## src/rtl/fp_div_arbiter.sv

```systemverilog
// Round-robin arbiter and sequencer sharing one multi-cycle FP divider among NREQ requesters.
// One operation in flight; stale divider done is blanked after load; timeout yields an error response.
module fp_div_arbiter #(
  parameter int unsigned FPWID      = 64,
  parameter int unsigned NREQ       = 4,
  parameter int unsigned IDW        = $clog2(NREQ),
  parameter int unsigned DONE_BLANK = 3,
  parameter int unsigned TIMEOUT    = 255
) (
  input  logic                   clk,
  input  logic                   rst_n,
  input  logic [NREQ-1:0]        req_valid,
  output logic [NREQ-1:0]        req_ready,
  input  logic [NREQ*FPWID-1:0]  req_a,
  input  logic [NREQ*FPWID-1:0]  req_b,
  input  logic [NREQ*3-1:0]      req_rm,
  output logic                   div_ld,
  output logic [FPWID-1:0]       div_a,
  output logic [FPWID-1:0]       div_b,
  output logic [2:0]             div_rm,
  input  logic                   div_done,
  input  logic [FPWID-1:0]       div_o,
  input  logic                   div_ovf,
  input  logic                   div_unf,
  output logic                   rsp_valid,
  input  logic                   rsp_ready,
  output logic [IDW-1:0]         rsp_id,
  output logic [FPWID-1:0]       rsp_o,
  output logic [2:0]             rsp_flags,
  output logic                   busy
);

  localparam int unsigned CNT_MAX = (TIMEOUT > DONE_BLANK) ? TIMEOUT : DONE_BLANK;
  localparam int unsigned CNT_LOG = $clog2(CNT_MAX + 1);
  localparam int unsigned CW      = (CNT_LOG > 8) ? CNT_LOG : 8;

  typedef enum logic [2:0] {IDLE, ISSUE, BLANK, WAIT, RESP} state_t;

  state_t            state, state_nx;
  logic [CW-1:0]     cnt, cnt_nx;
  logic [IDW-1:0]    rr_ptr, rr_ptr_nx;
  logic              grant_any;
  logic [IDW-1:0]    win;
  int unsigned       srch_idx;
  logic [FPWID-1:0]  win_a, win_b;
  logic [2:0]        win_rm;
  logic              div_ld_nx, rsp_valid_nx, busy_nx;
  logic [FPWID-1:0]  div_a_nx, div_b_nx, rsp_o_nx;
  logic [2:0]        div_rm_nx, rsp_flags_nx;
  logic [IDW-1:0]    rsp_id_nx;

  // First requesting slot at or after rr_ptr, wrapping.
  always_comb begin
    grant_any = 1'b0;
    win       = '0;
    srch_idx  = 0;
    for (int unsigned i = 0; i < NREQ; i++) begin
      srch_idx = (32'(rr_ptr) + i) % NREQ;
      if (!grant_any && req_valid[IDW'(srch_idx)]) begin
        grant_any = 1'b1;
        win       = IDW'(srch_idx);
      end
    end
  end

  always_comb begin
    win_a  = '0;
    win_b  = '0;
    win_rm = '0;
    for (int unsigned i = 0; i < NREQ; i++) begin
      if (win == IDW'(i)) begin
        win_a  = req_a[i*FPWID +: FPWID];
        win_b  = req_b[i*FPWID +: FPWID];
        win_rm = req_rm[i*3 +: 3];
      end
    end
  end

  // State and output registers.
  always_ff @(posedge clk) begin
    if (!rst_n) begin
      state     <= IDLE;
      cnt       <= '0;
      rr_ptr    <= '0;
      div_ld    <= 1'b0;
      div_a     <= '0;
      div_b     <= '0;
      div_rm    <= '0;
      rsp_valid <= 1'b0;
      rsp_id    <= '0;
      rsp_o     <= '0;
      rsp_flags <= '0;
      busy      <= 1'b0;
    end else begin
      state     <= state_nx;
      cnt       <= cnt_nx;
      rr_ptr    <= rr_ptr_nx;
      div_ld    <= div_ld_nx;
      div_a     <= div_a_nx;
      div_b     <= div_b_nx;
      div_rm    <= div_rm_nx;
      rsp_valid <= rsp_valid_nx;
      rsp_id    <= rsp_id_nx;
      rsp_o     <= rsp_o_nx;
      rsp_flags <= rsp_flags_nx;
      busy      <= busy_nx;
    end
  end

  always_comb begin
    state_nx = state;
    unique case (state)
      IDLE:    if (grant_any) state_nx = ISSUE;
      ISSUE:   state_nx = BLANK;
      BLANK:   if (cnt == CW'(DONE_BLANK - 1)) state_nx = WAIT;
      WAIT:    if (div_done || cnt == CW'(TIMEOUT)) state_nx = RESP;
      RESP:    if (rsp_ready) state_nx = IDLE;
      default: state_nx = IDLE;
    endcase
  end

  // Accept strobe, datapath captures and next values of the registered outputs.
  always_comb begin
    req_ready    = '0;
    cnt_nx       = cnt;
    rr_ptr_nx    = rr_ptr;
    div_a_nx     = div_a;
    div_b_nx     = div_b;
    div_rm_nx    = div_rm;
    rsp_id_nx    = rsp_id;
    rsp_o_nx     = rsp_o;
    rsp_flags_nx = rsp_flags;
    div_ld_nx    = (state_nx == ISSUE);
    rsp_valid_nx = (state_nx == RESP);
    busy_nx      = (state_nx != IDLE);
    unique case (state)
      IDLE: begin
        if (grant_any) begin
          if (rst_n) req_ready = NREQ'(1) << win;
          div_a_nx  = win_a;
          div_b_nx  = win_b;
          div_rm_nx = win_rm;
          rsp_id_nx = win;
        end
      end
      ISSUE: cnt_nx = '0;
      BLANK: begin
        if (cnt == CW'(DONE_BLANK - 1)) cnt_nx = '0;
        else                             cnt_nx = cnt + CW'(1);
      end
      WAIT: begin
        if (div_done) begin
          rsp_o_nx     = div_o;
          rsp_flags_nx = {1'b0, div_ovf, div_unf};
        end else if (cnt == CW'(TIMEOUT)) begin
          rsp_o_nx     = '0;
          rsp_flags_nx = 3'b100;
        end else begin
          cnt_nx = cnt + CW'(1);
        end
      end
      RESP: begin
        if (rsp_ready) rr_ptr_nx = (rsp_id == IDW'(NREQ - 1)) ? '0 : rsp_id + IDW'(1);
      end
      default: ;
    endcase
  end

endmodule

```

## config.mk

```make
export PLATFORM = sky130hd
export DESIGN_NAME = fp_div_arbiter
export DESIGN_NICKNAME = d
export VERILOG_FILES = /design/src/rtl/fp_div_arbiter.sv
export SDC_FILE = /design/constraint.sdc
export NUM_CORES = 1
export LEC_CHECK = 0
export BUFFER_PORTS_ARGS = -buffer_cell sky130_fd_sc_hd__buf_2
export CAP_MARGIN = 0
export CORE_AREA = 2 2 313 315
export DETAILED_ROUTE_END_ITERATION = 8
export DIE_AREA = 0 0 315 317
export PLACE_DENSITY = 0.4
export SYNTH_ARGS = -nofsm -noshare
export SYNTH_HDL_FRONTEND = slang
export SYNTH_SLANG_ARGS = --single-unit
```

## constraint.sdc

```tcl
create_clock -name clk -period 3.4 [get_ports clk]
set_clock_uncertainty 0.2 [all_clocks]
set_input_delay 0.17 -clock clk [delete_from_list [all_inputs] [get_ports clk]]
set_output_delay 0.17 -clock clk [all_outputs]
set_load 0.01 [all_outputs]
```

* Word-level counts from Yosys, hierarchy flattened
Index checks and enable logic that the tools add are counted.
** Word-level totals
- Bits in registers :: 216
- Logic and storage cells :: 97
** Cells by class
- Add/subtract/negate cells :: 5
- Order comparisons :: 4
- Eq/ne operators :: 14
- Shifts and indexed selects :: 1
- Multiplexer cells :: 45
- Reduce and logical (&&, ||, !) cells :: 16
** Operator list (count)
- $mux W64 :: 10
- $mux W3 :: 10
- $mux W8 :: 3
- $pmux W8 S3 :: 1
- $pmux W3 S5 :: 1
- $lt A2 B3 Y1 const B :: 4
- $mux W4 :: 3
- $mux W2 :: 5
- $add A8 B1 Y8 const B :: 1
- $bmux W1 S2 :: 4
- $eq A8 B2 Y1 const B :: 1
- $eq A8 B8 Y1 const B :: 1
- $mux W1 :: 8
- $eq A2 B2 Y1 const B :: 3
- $eq A3 B1 Y1 const B :: 2
- $eq A3 B2 Y1 const B :: 2
- $eq A3 B3 Y1 const B :: 2
- $reduce_and A2 Y1 :: 3
- $reduce_bool A3 Y1 :: 2
- $add A2 B1 Y2 const B :: 2
- $add A2 B2 Y2 const B :: 2
- $ne A2 B2 Y1 const B :: 2
- $shl A1 B2 Y4 const A :: 1
- $logic_and A1 B1 Y1 :: 3
- 7 further kinds :: 9

* Depth between registers and ports, before layout
Gate-level depths: netlist of run 1.
- Depth in word-level cells :: 17
- Mapped depth :: 8
- Gate-level depth less buffers :: 6

* Least setup slack after synthesis of run 1
No wires, ideal clock.
- Path kind :: flip-flop to flip-flop
- Start point :: register rr_ptr[1]
- End point :: register div_a[11]
- Setup time :: 0.117 ns
- Arrival time :: 1.829 ns
- Setup slack :: 1.255 ns
- Cell stages (with the launch flop) :: 8
- Buffers on the path :: 3
- Clock period less this slack :: 2.145 ns
- Cells stage by stage :: dfxtp_1 > buf_2 > or4b_1 > buf_2 > clkbuf_1 > and3_1 > a211o_1 > a22o_1
** Between the ends
- Word-level cells in the longest chain between the ends :: 17
- Elaborated cells on any way between the ends :: 34
** Ends and longest elaborated chain
- start: declaration :: RTL line 41 : logic [IDW-1:0] rr_ptr, rr_ptr_nx;
- start signal: assignment :: RTL line 97 : rr_ptr <= rr_ptr_nx;
- parallel branches: the longest is 17 deep, another holds $add A2 B1 Y2
- end signal: assignment :: RTL line 99 : div_a <= div_a_nx;
- end: declaration :: RTL line 18 : output logic [FPWID-1:0] div_a,
Parallel ways; which one is timed is not known. The select of a mux whose other input is x is not followed.
A chain may end at the register's enable or synchronous reset.

* Final worst setup path of run 1
- Start point :: register state[2]
- End point :: register div_a[17]
** Between the ends
- Word-level cells in the longest chain between the ends :: 2
** Ends and longest elaborated chain
- start: declaration :: RTL line 39 : state_t state, state_nx;
- start signal: assignment :: RTL line 95 : state <= state_nx;
- $logic_not A3 Y1 :: RTL line 136 : unique case (state)
- $reduce_and A2 Y1 (no source line)
No other way between the ends.

==> flow_summary.ini, run 1 <==
[worst_setup_path]
crit_path_frequent_cell = buf_4
cp_data_arrival_time_ns = 3.55
critPathTopFamily = buffers and inverters
regToRegStartpoint = state[2]
crit_buf_inv = 4
max_stage_delay_ns = 0.56
r2r_end = div_a[17]
rr_worst_depth = 9
critPathKind = reg -> reg
crit_path_max_fanout = 160
start_kind = flip-flop
cp_data_required_time_ns = 3.69
cp_slowest_cell = dlygate4sd3_1
crit_path_cell_trace = nor3_1 -> buf_4 -> nor2b_4 -> buf_16 -> buf_4 -> o21ai_0 -> o221ai_1 -> o21ai_1 -> dlygate4sd3_1
end_kind = flip-flop
r2r_slack_ns = 0.14

[die]
start_util_pct = 12.5
die_h_microns = 317
rows = 114
die_x_microns = 315
core_sq_um = 96300
dieArea_sq_um = 99900
pin_count = 805

[timing]
report.final.slew_viol_count = 0
finalCriticalPeriod_ns = 3.26
worstMarginPinSlew_ns = 0.968
setup_violations = 0
max_freq_mhz = 307
max_slew_margin_pct = 35.4
rsz0062_at_grt = true
finalHoldViolCount = 0
setup_ws_ns = 0.140
period_share_pct = 95.9

[route]
drt-pass1-iter-count = 5
vias_per_cell = 4.29
antenna_left = 0
routedWlPerCell_microns = 19.5
drc_errors = 0
wirelength_mm = 78.3
via_count = 17210
drt-initial-drc-count = 1024

[clock_tree]
ctsHtreeMaxLevel = 1
cts_tree = built
cts_max_path_buffers = 3
clkTransAtPathRegs_ns = 0.06
cts-root-buf = clkbuf_16
insertion_delay_ns = 0.62
cts.sinks = 216
numCtsBuffers = 31

[yosys]
yosysWarningCount = 0
seq_area_frac_synth_pct = 36.0
syn-num-nets = 1992
synth_area_per_cell_sq_um = 8.65
synth_area_sq_um = 12000
synth_ff_type = dfxtp_1
synth_edf_count = 0
ys_types = 47
async_reset_ff_share_pct = 0
synth.ff_latch_count = 216
syn_inst = 1391

[power_and_ir_drop]
vdd_drop_max_mv = 0.398
power.total_mw = 10.4
leakage_nw = 11.0
power_density_nw_per_um2 = 421

[grt]
grt_pass1_vias = 17721
grt_usage_pct = 14.5
antenna_found_initial = 26
globalRouteOverflowTotal = 0
grtUsageMet2_pct = 24.7
grt_max_degree = 161
grt_use_met3_pct = 3.14
busiest_layer = met2
grt_use_met1_pct = 17.7
grt_pass1_wl_mm = 111

[min_path]
worstHoldPathType = in -> reg
hold_start = req_valid[1]
min_to = rsp_id[1]
hold_depth = 5

[final_layout]
fill_cells = 10529
nNetsFinal = 3299
syn2layout_area_growth_pct = 105
drive_above_1_share_pct = 36.0
postLayoutCoreUtil_pct = 25.6
finalInstanceArea_sq_um = 24700

[run]
drv_cap = 0

[run_status]
status = finished, final reports clean

[place]
gp_congestion = 0.825
io_buffers = 804
dpl-instance-area_sq_um = 17600
place_ws_ns = 0.691
dp_hpwl_mm = 55.7
tightest hold or removal path, delay by kind of cell:
family	cells	cell delay, ns
AOI/OAI and AO/OA	2	0.30
and+or+nand+nor	2	0.19
buffers and inverters	1	0.18
cell usage after synthesis, drive strengths merged, types with 2 or more instances:
master  count  share of area [%]
nor2       81                2.5
inv         6               0.19
nand2b      7               0.36
o32ai       2               0.21
o21ai     159                6.6
buf        26                1.3
nor2b       5               0.26
o221ai     80                5.9
mux2i      80                6.7
o211ai     78                4.9
a22oi      67                4.2
nand2      15               0.53
o22ai       5               0.26
nand3      84                3.5
a22o       53                3.9
dfxtp     216                 36
a21oi      12               0.53
or3         6               0.31
and3      136                7.1
ha          3               0.31
nor3        3               0.12
o211a       2               0.17
a211o      53                3.9
o221a      53                5.0
nor4        2               0.10
clkbuf    145                4.5
per-layer routing:
metal  part of all wire (%)  vias up  routed length (microns)
met5                  0.084        -                       66
met4                    3.7       10                     2920
met3                    6.5      144                     5060
met2                     48      670                    37700
met1                     42     8257                    32600
li1                       -     8129                        -
where the power goes:
part	switching, mW	leakage, nW	internal, mW
clock	1.40	0.554	2.18
combinational	1.70	8.71	1.91
sequential	0.292	1.78	2.90
worst max-delay path by stage:
stage	start	end	slack [ns]	depth (start not counted)
2_1_floorplan	rr_ptr[1]	div_a[11]	1.25	7
3_3_place_gp	req_valid[3]	div_b[33]	0.69	9
3_5_place_dp	req_valid[0]	div_a[22]	0.69	7
4_1_cts	rr_ptr[0]	div_a[26]	0.05	7
5_1_grt	state[2]	div_a[33]	-0.03	9
6_report	state[2]	div_a[17]	0.14	9
flip-flops by register name, indices dropped and copies added, names as in the netlist:
register and count:
rsp_o 64, busy 1, rsp_flags 3, div_a 64, rsp_valid 1, div_b 64
div_rm 3, div_ld 1, rsp_id 2, rr_ptr 2, cnt 8, state 3
metrics by stage:
stage | TNS, ns | cells | hold WS (ns)
finish | 0 | 4014 | 0.0856
global route | -0.0273 | 4011 | 0.101
CTS | 0 | 3997 | 0.0332
detailed placement | 0 | 3350 | 0.226
global placement | 0 | 3350 | 0.218
floorplan | 0 | 1391 | 0.133
placed cells by master, fill, tap and decap left out, types with 8 or more instances in the layout:
cell type,n
a22o_1,53
nor2_1,80
clkbuf_16,31
o21ai_0,81
a21oi_1,10
nand2_1,13
o221ai_1,78
o211ai_1,78
buf_12,13
o21ai_1,78
o221a_2,53
buf_4,37
mux2i_1,80
dfxtp_1,216
buf_2,802
a22oi_1,67
diode_2,16
and3_1,135
clkinv_2,8
nand3_1,84
a211o_1,53
dlygate4sd3_1,590
logic make-up (layout without fill, tap and decap cells):
family	Yosys count	in the layout	synth area share, %
AO/OA/AOI/OAI	570	570	35.8
AND/OR/NAND/NOR	344	345	15.2
flip-flops	216	216	36.0
buffers and inverters	178	1508	6.09
multiplexers	80	80	6.66
adder cells (fa/ha/maj)	3	3	0.312
other	0	16	0
repair_timing:
item | CTS | global route
endpoints found under the hold margin | 215 | 0
setup buffers | 0 | 0
hold buffers | 590 | 0
setup endpoints to repair | 0 | 6
resized for setup | 0 | 2
final cells by class:
type,instances,area [sq um],share of cell area (%)
Antenna cell,16,40.0,0.162
Clock buffer,40,870,3.52
Timing Repair Buffer,1444,10500,42.5
Tap cell,1276,1600,6.47
Multi-Input combinational cell,998,7090,28.7
Sequential cell,216,4320,17.5
Inverter,7,26.3,0.106
Clock inverter,17,236,0.958
Note: power is estimated with default switching activity, not from simulation.
==> inputs of run 2 (changes only) <==
SETUP_SLACK_MARGIN = 0.2   (was not set)
==> run 2 against run 1 <==
  * Count of clock-buffer cells in the layout is the same
  * Maximum frequency grew 8.2%
  * Core utilization grew 0.18 points
==> flow_summary.ini, run 2 (synthesized netlist as in run 1, its figures left out) <==
[timing]
report.final.slew_viol_count = 0
max_freq_mhz = 332
max_slew_margin_pct = 28.7
hold_slack_ns = 0.0874
fin_setup_tns_ns = 0
finalHoldViolCount = 0
rsz0062_at_grt = false
worstMarginPinSlew_ns = 1.07
finalCriticalPeriod_ns = 3.01
period_share_pct = 88.6
setup_violations = 0

[power_and_ir_drop]
power_density_nw_per_um2 = 421
vdd_drop_max_mv = 0.396
leakage_nw = 11.1
power.total_mw = 10.5

[die]
dieArea_sq_um = 99900
rows = 114
start_util_pct = 12.5
pin_count = 805
core_sq_um = 96300
die_x_microns = 315
die_h_microns = 317

[clock_tree]
ctsHtreeMaxLevel = 1
insertion_delay_ns = 0.61
cts_max_path_buffers = 3
cts_tree = built
cts-root-buf = clkbuf_16
clkTransAtPathRegs_ns = 0.06
numCtsBuffers = 31
cts.sinks = 216

[worst_setup_path]
cp_data_arrival_time_ns = 3.32
critPathKind = reg -> reg
end_kind = flip-flop
cp_slowest_cell = or4b_4
cp_data_required_time_ns = 3.70
crit_path_cell_trace = nor2b_1 -> or4b_4 -> buf_6 -> and3_1 -> a211o_1 -> dlygate4sd3_1 -> a22o_1
max_stage_delay_ns = 0.62
start_kind = flip-flop
crit_path_max_fanout = 53

[place]
gp_congestion = 0.825
dpl-instance-area_sq_um = 17600
dp_hpwl_mm = 55.7
io_buffers = 804

[grt]
grt_use_met1_pct = 17.8
globalRouteOverflowTotal = 0
busiest_layer = met2
grt_pass1_vias = 17798
antenna_found_initial = 25
grtUsageMet2_pct = 24.7
grt_use_met3_pct = 3.12
grt_max_degree = 161
grt_pass1_wl_mm = 111
grt_usage_pct = 14.6

[route]
via_count = 17432
routedWlPerCell_microns = 19.9
drt-pass1-iter-count = 7
antenna_left = 0
vias_per_cell = 4.33
drt-initial-drc-count = 1085
drc_errors = 0
wirelength_mm = 80.2

[final_layout]
syn2layout_area_growth_pct = 107
drive_above_1_share_pct = 35.9
final_cell_mix = 802 x buf_2, 602 x dlygate4sd3_1, 216 x dfxtp_1
postLayoutCoreUtil_pct = 25.8
finalInstanceArea_sq_um = 24900
nNetsFinal = 3315
mostFrequentLayoutCell = buf_2
top_regs = div_a (64), div_b (64), rsp_o (64)

[run]
drv_cap = 0

[run_status]
status = finished, final reports clean

[min_path]
worstHoldPathType = in -> reg
==> run 2: per-layer routing <==
layer / up-vias / part of all wire [%]
li1: 8151 / -
met1: 8400 / 41
met2: 729 / 48
met3: 144 / 6.6
met4: 8 / 3.7
met5: - / 0.065
==> run 2: area by class of cell <==
| cell class | count | area (sq um) |
|---|---|---|
| fillers | 10511 | 71400 |
| repair buffers | 1460 | 10700 |
| multi-input cells | 998 | 7090 |
| flip-flops and latches | 216 | 4320 |
| well taps | 1276 | 1600 |
| clock buffers | 40 | 870 |
| clock inverters | 17 | 236 |
| diodes | 13 | 32.5 |
| inverters | 7 | 26.3 |
==> run 2: what timing repair did <==
item	4_1_cts	5_1_grt
buffers inserted	0	2
setup endpoints to repair	0	79
gates resized for setup	0	8
hold endpoints to repair	215	0
hold buffers	602	0
==> run 2: per-stage QoR <==
step                      instances  setup WS, ns
after CTS                      4009         0.206
after floorplan                1391          1.25
final                          4027         0.387
after detailed placement       3350         0.691
after global placement         3350         0.692
after global routing           4026         0.301
==> run 2: worst paths after layout <==
path	slack [ns]	end	from	cells past startpoint
max reg2reg	0.39	div_a[6]	rr_ptr[0]	7
max	0.39	div_a[6]	rr_ptr[0]	7
min reg2reg	0.28	div_b[49]	div_b[49]	1
min	0.09	rsp_id[1]	req_valid[1]	5
==> run 2: where the power goes <==
part           total (mW)  switching (mW)  internal (mW)
logic                3.69            1.76           1.93
clock network        3.59            1.41           2.18
registers            3.19           0.295           2.90
total                10.5            3.46           7.00
==> run 2: worst max-delay path, delay by kind of cell, from the launching register on <==
kind / cells / cell delay [ns]
AO/OA/AOI/OAI: 2 / 0.44
buffers and inverters: 2 / 0.85
flip-flops: 1 / 0.33
AND/OR/NAND/NOR: 3 / 0.99
==> inputs of run 3 (changes only) <==
==> constraint.sdc (replaced) <==
create_clock -name clk -period 3.4 [get_ports clk]
set_clock_uncertainty 0.2 [all_clocks]
set_input_delay 0.34 -clock clk [delete_from_list [all_inputs] [get_ports clk]]
set_output_delay 0.34 -clock clk [all_outputs]
set_load 0.01 [all_outputs]
==> run 3 against run 2 <==
  * Core utilization shrank 0.59 points
  * Sequential power about the same
  * Global-route usage is essentially flat
  * Total power fell by 3.4%
  * Clock power decreased by 4%
  * Non-clock buffer count is 56 lower
  * Via count shrank 2.2%
  * Maximum frequency increased by 0.90%
  * Sequential share of layout area increased by 0.41 points
==> flow_summary.ini, run 3 (synthesized netlist as in run 1, its figures left out) <==
[clock_tree]
cts.sinks = 216
cts_tree = built
insertion_delay_ns = 0.60
clkTransAtPathRegs_ns = 0.06
cts-root-buf = clkbuf_16
numCtsBuffers = 30
cts_max_path_buffers = 3
ctsHtreeMaxLevel = 1

[power_and_ir_drop]
power_density_nw_per_um2 = 416
p_comb_share_pct = 34.2
power.switching_mw = 3.34
vdd_drop_max_mv = 0.371
power_frac_clock_pct = 34.2
intPower_mw = 6.77
switching_share_pct = 33.1
leakage_nw = 10.8
p_seq_share_pct = 31.5

[worst_setup_path]
critPathKind = reg -> out
max_stage_delay_ns = 0.40
start_kind = flip-flop
cp_data_arrival_time_ns = 2.45
end_kind = output port
critPathTopFamily = buffers and inverters
cp_slowest_cell = o21bai_4
cp_data_required_time_ns = 2.86
crit_path_cell_trace = buf_4 -> o21bai_4 -> nand3b_2 -> buf_6 -> nor2_1 -> buf_2
crit_path_max_fanout = 54
crit_buf_inv = 3

[timing]
setup_ws_ns = 0.414
setup_violations = 0
finalCriticalPeriod_ns = 2.99
report.final.slew_viol_count = 0
max_slew_margin_pct = 40.8
fin_setup_tns_ns = 0
period_share_pct = 87.8
worstMarginPinSlew_ns = 0.888
max_freq_mhz = 335
rsz0062_at_grt = false
finalHoldViolCount = 0

[grt]
grt_max_degree = 147
antenna_found_initial = 33
grt_pass1_wl_mm = 111
grt_usage_pct = 14.6
globalRouteOverflowTotal = 0
grt_pass1_vias = 17389

[final_layout]
top_regs = div_a (64), div_b (64), rsp_o (64)
final_cell_mix = 802 x buf_2, 547 x dlygate4sd3_1, 216 x dfxtp_1
fill_cells = 10576
regArea_sq_um = 4320
mostFrequentLayoutCell = buf_2
nNetsFinal = 3257
syn2layout_area_growth_pct = 102
finalInstanceArea_sq_um = 24300
multiInputGateArea_sq_um = 7080
drive_above_1_share_pct = 36.5

[run]
drv_cap = 0

[place]
place_ws_ns = 0.524
dp_hpwl_mm = 55.8
io_buffers = 804
gp_congestion = 0.832
dpl-instance-area_sq_um = 17600

[route]
via_count = 17055
antenna_left = 0
vias_per_cell = 4.29
drt-initial-drc-count = 1003
drc_errors = 0
drt-pass1-iter-count = 5
wirelength_mm = 78.2
routedWlPerCell_microns = 19.7

[die]
die_x_microns = 315
pin_count = 805
start_util_pct = 12.5
rows = 114
dieArea_sq_um = 99900
core_sq_um = 96300
die_h_microns = 317

[min_path]
worstHoldPathType = in -> reg

[run_status]
status = finished, final reports clean
## run 3: changes by cell type in the layout (fill, tap and decap cells not counted), moves of 4 or more
cell           delta
dlygate4sd3_1    -55
clkbuf_1          +4
buf_12            +4
clkinv_2          -5
diode_2           +7
## run 3: power groups by stage
stage	registers (mW)	clock network (mW)	logic, mW
finish	3.19	3.46	3.46
global route	3.23	3.67	3.76
CTS	3.17	3.61	3.45
detailed placement	3.22	0	2.73
global placement	3.23	0	2.74
floorplan	3.33	0	1.25
## run 3: worst paths after layout
check / from / end / slack [ns] / cells past startpoint
max reg2reg: rr_ptr[1] / div_a[14] / 0.45 / 7
max: rr_ptr[1] / req_ready[3] / 0.41 / 6
min reg2reg: div_rm[0] / div_rm[0] / 0.27 / 1
min: req_b[203] / div_b[11] / 0.05 / 5
## run 3: per-stage QoR
stage	power (mW)	cells	util (%)	hold WS [ns]
2_1_floorplan	4.57	1391	-	0.263
3_3_place_gp	5.97	3351	18.3	0.258
3_5_place_dp	5.95	3351	18.3	0.261
4_1_cts	10.2	3954	25.1	0.000262
5_1_grt	10.7	3973	25.2	0.0364
6_report	10.1	3976	25.2	0.0518
## run 3: worst reg2reg max path, cell delays in order, from the launching register on
cell           delay, ns
dfxtp_1             0.34
buf_4               0.21
a21oi_1             0.14
o32a_2              0.34
buf_4               0.29
a211o_1             0.58
dlygate4sd3_1       0.56
a22o_1              0.19
## run 3: final cells by class
cell class | count | area share, %
repair buffers | 1404 | 41.7
multi-input cells | 997 | 29.1
flip-flops and latches | 216 | 17.8
well taps | 1276 | 6.57
clock buffers | 44 | 3.60
clock inverters | 12 | 0.814
diodes | 20 | 0.206
inverters | 7 | 0.108
## run 3: metal layers
layer | track usage (%) | share of wire, % | wire [microns]
met1 | 17.5 | 41 | 32000
met2 | 25.1 | 49 | 38000
met3 | 3.48 | 7.0 | 5440
met4 | 5.48 | 3.4 | 2690
met5 | 0 | 0.088 | 69
## run 3: what timing repair did
item | CTS | global route
hold buffers | 547 | 0
endpoints found under the setup margin | 2 | 46
setup buffers | 0 | 2
endpoints found under the hold margin | 207 | 0
gates resized for setup | 4 | 3
